==> config.mk <==
export PLATFORM = sky130hd
export DESIGN_NAME = fifo_sync_param
export DESIGN_NICKNAME = d
export VERILOG_FILES = /design/src/rtl/fifo_sync_param.sv
export SDC_FILE = /design/constraint.sdc
export NUM_CORES = 1
export LEC_CHECK = 0
export BUFFER_PORTS_ARGS = -buffer_cell sky130_fd_sc_hd__buf_2
export CORE_ASPECT_RATIO = 0.8
export CORE_UTILIZATION = 30
export CTS_CLUSTER_SIZE = 16
export DETAILED_ROUTE_END_ITERATION = 16
export PLACE_DENSITY_LB_ADDON = 0.15
export SLEW_MARGIN = 20
export SYNTH_ARGS = -nofsm -noshare
export SYNTH_HDL_FRONTEND = slang
export SYNTH_SLANG_ARGS = --single-unit
==> constraint.sdc <==
create_clock -name clk -period 4.9 [get_ports clk]
set_input_delay 0.735 -clock clk [delete_from_list [all_inputs] [get_ports clk]]
set_output_delay 0.735 -clock clk [all_outputs]
set_load 0.01 [all_outputs]
==> src/rtl/fifo_sync_param.sv <==
// Parametrised single-clock FIFO: fill level, almost flags, sticky errors, sync flush; FWFT or 1-cycle registered read.
// Backpressure: writes rejected only when full without a same-cycle read; reads rejected when empty (no bypass).
module fifo_sync_param #(
  parameter int WIDTH      = 8,
  parameter int DEPTH_LOG2 = 3,
  parameter int AF_LEVEL   = 6,
  parameter int AE_LEVEL   = 1,
  parameter int FWFT       = 1
) (
  input  logic                  clk,
  input  logic                  clrn,
  input  logic                  flush,
  input  logic                  write,
  input  logic [WIDTH-1:0]      data_in,
  input  logic                  read,
  output logic [WIDTH-1:0]      data_out,
  output logic                  rd_valid,
  output logic [DEPTH_LOG2:0]   level,
  output logic                  full,
  output logic                  empty,
  output logic                  almost_full,
  output logic                  almost_empty,
  output logic                  overflow,
  output logic                  underflow
);

  localparam int DEPTH = 1 << DEPTH_LOG2;
  localparam int CW    = DEPTH_LOG2 + 1;
  localparam logic [CW-1:0] DEPTH_C = CW'(DEPTH);
  localparam logic [CW-1:0] AF_C    = CW'(AF_LEVEL);
  localparam logic [CW-1:0] AE_C    = CW'(AE_LEVEL);

  if (AF_LEVEL < 1 || AF_LEVEL > DEPTH) begin : g_bad_af
    $error("fifo_sync_param: AF_LEVEL out of range 1..DEPTH");
  end
  if (AE_LEVEL < 0 || AE_LEVEL > DEPTH - 1) begin : g_bad_ae
    $error("fifo_sync_param: AE_LEVEL out of range 0..DEPTH-1");
  end

  logic [WIDTH-1:0]      mem [DEPTH];
  logic [CW-1:0]         wr_cnt;
  logic [CW-1:0]         rd_cnt;
  logic [DEPTH_LOG2-1:0] wr_addr;
  logic [DEPTH_LOG2-1:0] rd_addr;
  logic                  rd_ok;
  logic                  wr_ok;
  logic                  rd_acc;
  logic                  wr_acc;

  assign wr_addr = wr_cnt[DEPTH_LOG2-1:0];
  assign rd_addr = rd_cnt[DEPTH_LOG2-1:0];

  // Counts are one bit wider than the address, so the difference is the level directly.
  assign level        = wr_cnt - rd_cnt;
  assign full         = (level == DEPTH_C);
  assign empty        = (level == '0);
  assign almost_full  = (level >= AF_C);
  assign almost_empty = (level <= AE_C);

  // A read frees a slot in the same cycle, so a full FIFO still takes a write alongside it.
  assign rd_ok  = read & ~empty;
  assign wr_ok  = write & (~full | rd_ok);
  assign rd_acc = rd_ok & ~flush;
  assign wr_acc = wr_ok & ~flush;

  always_ff @(posedge clk or negedge clrn) begin
    if (!clrn) begin
      wr_cnt    <= '0;
      rd_cnt    <= '0;
      overflow  <= 1'b0;
      underflow <= 1'b0;
    end else if (flush) begin
      wr_cnt    <= '0;
      rd_cnt    <= '0;
      overflow  <= 1'b0;
      underflow <= 1'b0;
    end else begin
      if (wr_acc) wr_cnt <= wr_cnt + 1'b1;
      if (rd_acc) rd_cnt <= rd_cnt + 1'b1;
      if (write & ~wr_ok) overflow  <= 1'b1;
      if (read & ~rd_ok)  underflow <= 1'b1;
    end
  end

  // Storage is deliberately left unreset.
  always_ff @(posedge clk) begin
    if (wr_acc) mem[wr_addr] <= data_in;
  end

  if (FWFT != 0) begin : g_fwft
    assign data_out = empty ? '0 : mem[rd_addr];
    assign rd_valid = ~empty;
  end else begin : g_reg
    logic [WIDTH-1:0] dout_q;
    logic             vld_q;

    always_ff @(posedge clk or negedge clrn) begin
      if (!clrn) begin
        dout_q <= '0;
        vld_q  <= 1'b0;
      end else if (flush) begin
        dout_q <= '0;
        vld_q  <= 1'b0;
      end else if (rd_acc) begin
        dout_q <= mem[rd_addr];
        vld_q  <= 1'b1;
      end else begin
        vld_q  <= 1'b0;
      end
    end

    assign data_out = dout_q;
    assign rd_valid = vld_q;
  end

endmodule

### Yosys cells after proc, flatten, opt, wreduce, memory -nomap -nowiden

Memories as Yosys holds them, arrays and structs flattened.
Index checks and enable logic that the tools add are counted.

| storage, ports and cells | value |
|---|---|
| bits in registers | 10 |
| RAM bits | 64 |
| memories kept | 1 |
| latch bits | 0 |
| ROM bits | 0 |
| bits of input ports | 13 |

Memories:

| name | words | width | rd ports | clocked after memory_dff | wr ports | RTL line | text |
|---|---|---|---|---|---|---|---|
| mem | 8 | 8 | 1 | 0 | 1 | 40 | `logic [WIDTH-1:0] mem [DEPTH];` |

| cells by class | value |
|---|---|
| divide/modulo/power cells | 0 |
| multiplexer cells | 11 |
| reduce and logical (&&, ||, !) cells | 5 |
| multipliers | 0 |
| eq/ne operators | 1 |
| $add $sub $neg | 3 |
| bitwise logic cells | 12 |
| shift-type cells | 0 |
| magnitude comparators | 2 |

Operators with widths:

| cell | count |
|---|---|
| $mux W4 | 4 |
| $add A4 B1 Y4 const B | 2 |
| $mux W8 | 1 |
| $reduce_bool A2 Y1 | 4 |
| $and A1 B1 Y1 | 6 |
| $mux W1 | 6 |
| $not A1 Y1 | 5 |
| $eq A4 B4 Y1 const B | 1 |
| $ge A4 B3 Y1 const B | 1 |
| $le A4 B1 Y1 const B | 1 |
| $logic_not A4 Y1 | 1 |
| $sub A4 B4 Y4 | 1 |
| $or A1 B1 Y1 | 1 |

### Longest topological paths before layout

| logic depth | value |
|---|---|
| depth after elaboration | 10 |
| mapped depth | 10 |
| mapped depth without buffers | 10 |

### Least setup slack after synthesis

No wires, ideal clock.

| timing path | value |
|---|---|
| path kind | reg-to-reg |
| from | reg rd_cnt[1] |
| to | mem mem[4][0], enable pin |
| data required time | 4505 ps |
| stages on the path, launching flop included | 10 |
| clock period less this slack | 3410 ps |
| slack | 1490 ps |
| arrival time | 3015 ps |
| path buffers | 2 |
| library setup time | 395 ps |
| cell sequence | dfrtp_1 -> buf_2 -> buf_1 -> inv_1 -> ha_1 -> and3b_4 -> or3_4 -> nand2_1 -> o31ai_4 -> nor4_1 |

| on the way | value |
|---|---|
| cells in the longest elaborated chain, start to end | 9 |

Ends and longest elaborated chain:

| element | RTL line | text |
|---|---|---|
| start: declaration | 42 | `logic [CW-1:0] rd_cnt;` |
| start signal: assignment | 79 | `if (rd_acc) rd_cnt <= rd_cnt + 1'b1;` |
| $sub A4 B4 Y4 (*) | 54 | `assign level = wr_cnt - rd_cnt;` |
| $logic_not A4 Y1 | 56 | `assign empty = (level == '0);` |
| $not A1 Y1 | 61 | `assign rd_ok = read & ~empty;` |
| $and A1 B1 Y1 | 61 |  |
| $or A1 B1 Y1 (*) | 62 | `assign wr_ok = write & (~full \| rd_ok);` |
| $and A1 B1 Y1 (*) | 62 |  |
| $and A1 B1 Y1 (*) | 64 | `assign wr_acc = wr_ok & ~flush;` |
| $mux W1 (*) | 87 | `if (wr_acc) mem[wr_addr] <= data_in;` |
| $mux W1 (not written as such) (*) | 87 |  |
| end: declaration | 40 |  |

Every way passes the cells marked *; elsewhere a longest branch is shown, timed or not.

### Worst setup path after layout

| timing path | value |
|---|---|
| from | reg rd_cnt[2] |
| to | out data_out[3] |

| on the way | value |
|---|---|
| cells in the longest elaborated chain, start to end | 3 |

Ends and longest elaborated chain:

| element | RTL line | text |
|---|---|---|
| $sub A4 B4 Y4 | 54 |  |
| $logic_not A4 Y1 | 56 |  |
| $mux W8 (*) | 91 | `assign data_out = empty ? '0 : mem[rd_addr];` |
| end: declaration | 16 | `output logic [WIDTH-1:0] data_out,` |

Marked as above.

==> flow_metrics.tcl <==
set metrics [dict create \
    required_ns 4.16 \
    routed_wl_um 6689 \
    clkTransAtPathRegs_ns 0.06 \
    endpoint "data_out[3]" \
    clk_latency_ns 0.33 \
    synth_top_cell_by_area "edfxtp_1" \
    postSynthAreaPerCell_um2 16.28 \
    final.setup_skew_ns 0.004772 \
    insertedDiodeCount 0 \
    critPathTopFamily "flip-flops" \
    status "finished clean" \
    synth_edf_count 64 \
    cp_cell_sequence "clkinv_1 > ha_1 > and3b_4 > or3_4 > a21oi_4 > a21oi_1 > buf_2" \
    cts_root_buf "clkbuf_16" \
    grt_usage_pct 13.44 \
    die_h_um 94.24 \
    placed_area_um2 3587 \
    grt_pass1_wl_um 10470 \
    rows 33 \
    post-route-cell-area_um2 3881 \
    cts_tree "done" \
    finalSetupViolations 0 \
    wl_met2_um 2970 \
    critPathMaxFanout 18 \
    setup_slack_ns 0.9381 \
    fin_nets 260 \
    drive_gt1_share_pct 34.55 \
    post_cts_buffers 0 \
    pwr_density_cell_nw_per_um2 530.7 \
    ys_seq_elements 74 \
    yosysMostFrequentCell "edfxtp_1" \
    gp_congestion 0.7739 \
    report.final.slew_viol_count 0 \
    wl_per_cell_um 17.33 \
    clk_path_buf_depth 2 \
    period_share_pct 80.86 \
    path_buf_inv 2 \
    synth_area_um2 3191 \
    startpoint "rd_cnt[2]" \
    ys.flop_type "edfxtp_1" \
    drt-pass1-iter-count 4 \
    fin_tns_setup_ns 0 \
    ys_seq_area_share_pct 68.08 \
    ff2ff_setup_slack_ns 1.62 \
    finalPower_uw 2060 \
    grt_max_degree 21 \
    core-area_um2 10280 \
    grt_pass1_vias 1759 \
    critical_path.slowest_cell "dfrtp_1" \
    crit_type "reg -> out" \
    worstReg2RegStart "rd_cnt[2]" \
    htree_levels 3 \
    pwr-share-comb_pct 33.2 \
    hp-class "in -> async" \
    hold_viol 0 \
    start_util_pct 31.03 \
    ys_async_sr_fraction_pct 13.51 \
    cp.depth 7 \
    grt.overflow.total 0 \
    dieArea_um2 11050 \
    p_switching_uw 668.1 \
    syn2layout_area_growth_pct 21.65 \
    syn_nets 215 \
    highest_layer "met4" \
    ctsResizeCount 0 \
    synth_top_area_share_pct 60.24 \
    rsz0062_at_grt "false" \
    place_ws_ns 1.208 \
    critPathLaunchType "flop" \
    remaining_drc_errors 0 \
    synthDistinctLibCells 36 \
    portBuffers 31 \
    synth.top_cells.by_area "edfxtp_1 (60%), mux4_2 (11%), dfrtp_1 (7.8%), nand2_1 (2.4%), a21oi_1 (2.2%)" \
    seqPwrFrac_pct 35.6 \
    final_core_util_pct 37.75 \
    netlist_top_cells_count "edfxtp_1 (64), nand2_1 (20), mux4_2 (16)" \
    fmax_mhz 252.4 \
    vdd_drop_max_uv 143.6 \
    pin_count 32 \
    syn_inst 196 \
    intPower_uw 1392 \
    leakage_uw 0.001383 \
    worst_slew_pin_slew_ns 0.5320 \
    hold_buffers 0 \
    critPathCaptureType "output port" \
    wl_met3_um 226 \
    drtAntennaViolNets 0 \
    die_x_um 117.3 \
    crit_arrival_ns 3.23 \
    wl_met1_um 3396 \
    cts_buffers 9 \
    r2r_cells 8 \
    dr_total_vias 1782 \
    vias_per_cell 4.617 \
    critPathMaxStageDelay_ns 0.64 \
    clock_sinks 74 \
    antenna_found_initial 0 \
    min_period_ns 3.962 \
    pwr-share-clk_pct 31.2 \
    yosysWarningCount 0 \
    cap_violations 0 \
    drtIter0Drc 132 \
    r2r_end "mem[4][6]" \
    switching_share_pct 32.43 \
    max-slew-margin-rel_pct 64.46 \
    dp_hpwl_um 4311 \
]
logic make-up (layout without fill, tap and decap cells):
logic type | count (synthesis) | after routing | share of synthesized area [%]
DFF | 74 | 74 | 68.08
and+or+nand+nor | 49 | 49 | 7.686
AOI/OAI and AO/OA | 26 | 26 | 6.118
buffers and inverters | 20 | 70 | 2.588
muxes | 19 | 19 | 12.39
adders and majority gates | 6 | 6 | 2.588
xor gates and xnor gates | 2 | 2 | 0.5491
worst reg2reg max path, cell delays in order (launching register included):
cell      delay (ns)
dfrtp_1         0.64
clkinv_1        0.44
ha_1            0.46
and3b_4         0.21
or3_4           0.42
nand2_1         0.19
o31ai_4         0.15
nor4_2          0.22
buf_4           0.25
per-layer routing:
layer,up-vias,GRT usage [%]
li1,844,-
met1,905,18.91
met2,26,19.33
met3,7,3.823
met4,0,5.519
met5,-,0
metrics by stage:
step,std cells,hold slack [ns]
finish,386,0.2703
global route,386,0.2770
CTS,386,0.2717
detailed placement,370,0.4878
global placement,370,0.4795
floorplan,196,0.4394
how the worst min path moves through the flow:
stage,cells past startpoint,end,slack [ns]
4_1_cts,1,rd_cnt[3],0.27
2_1_floorplan,0,overflow,0.44
6_report,1,wr_cnt[0],0.27
3_5_place_dp,2,underflow,0.49
3_3_place_gp,2,overflow,0.48
5_1_grt,1,rd_cnt[3],0.28
layout by cell type, fill, tap and decap left out, types with 7 or more instances in the layout:
master / n
mux4_2: 16
clkbuf_16: 9
dfrtp_1: 10
a21oi_1: 14
nor2_1: 7
buf_4: 10
buf_2: 31
edfxtp_1: 64
inv_1: 12
nand2_1: 20
cell type report:
cell class                 instances  area, um^2
clock buffer                       9       225.2
tap                              140       175.2
clock inverter                     7       68.82
timing repair buffer              41       230.2
sequential                        74        2172
fill                             958        6400
multi-input combinational        102       960.9
inverter                          13       48.80
state kept, by name, summed over array words and instances, names as in the netlist:
signal	flops
underflow	1
wr_cnt	4
rd_cnt	4
mem	64
overflow	1
power by group through the flow:
stage / logic (uW) / registers, uW / clock network (uW)
floorplan: 466 / 745 / 0
global placement: 700 / 748 / 0
detailed placement: 698 / 747 / 0
CTS: 699 / 734 / 656
global route: 761 / 737 / 685
finish: 684 / 734 / 642
No activity file was read; power rests on OpenSTA's default activity.
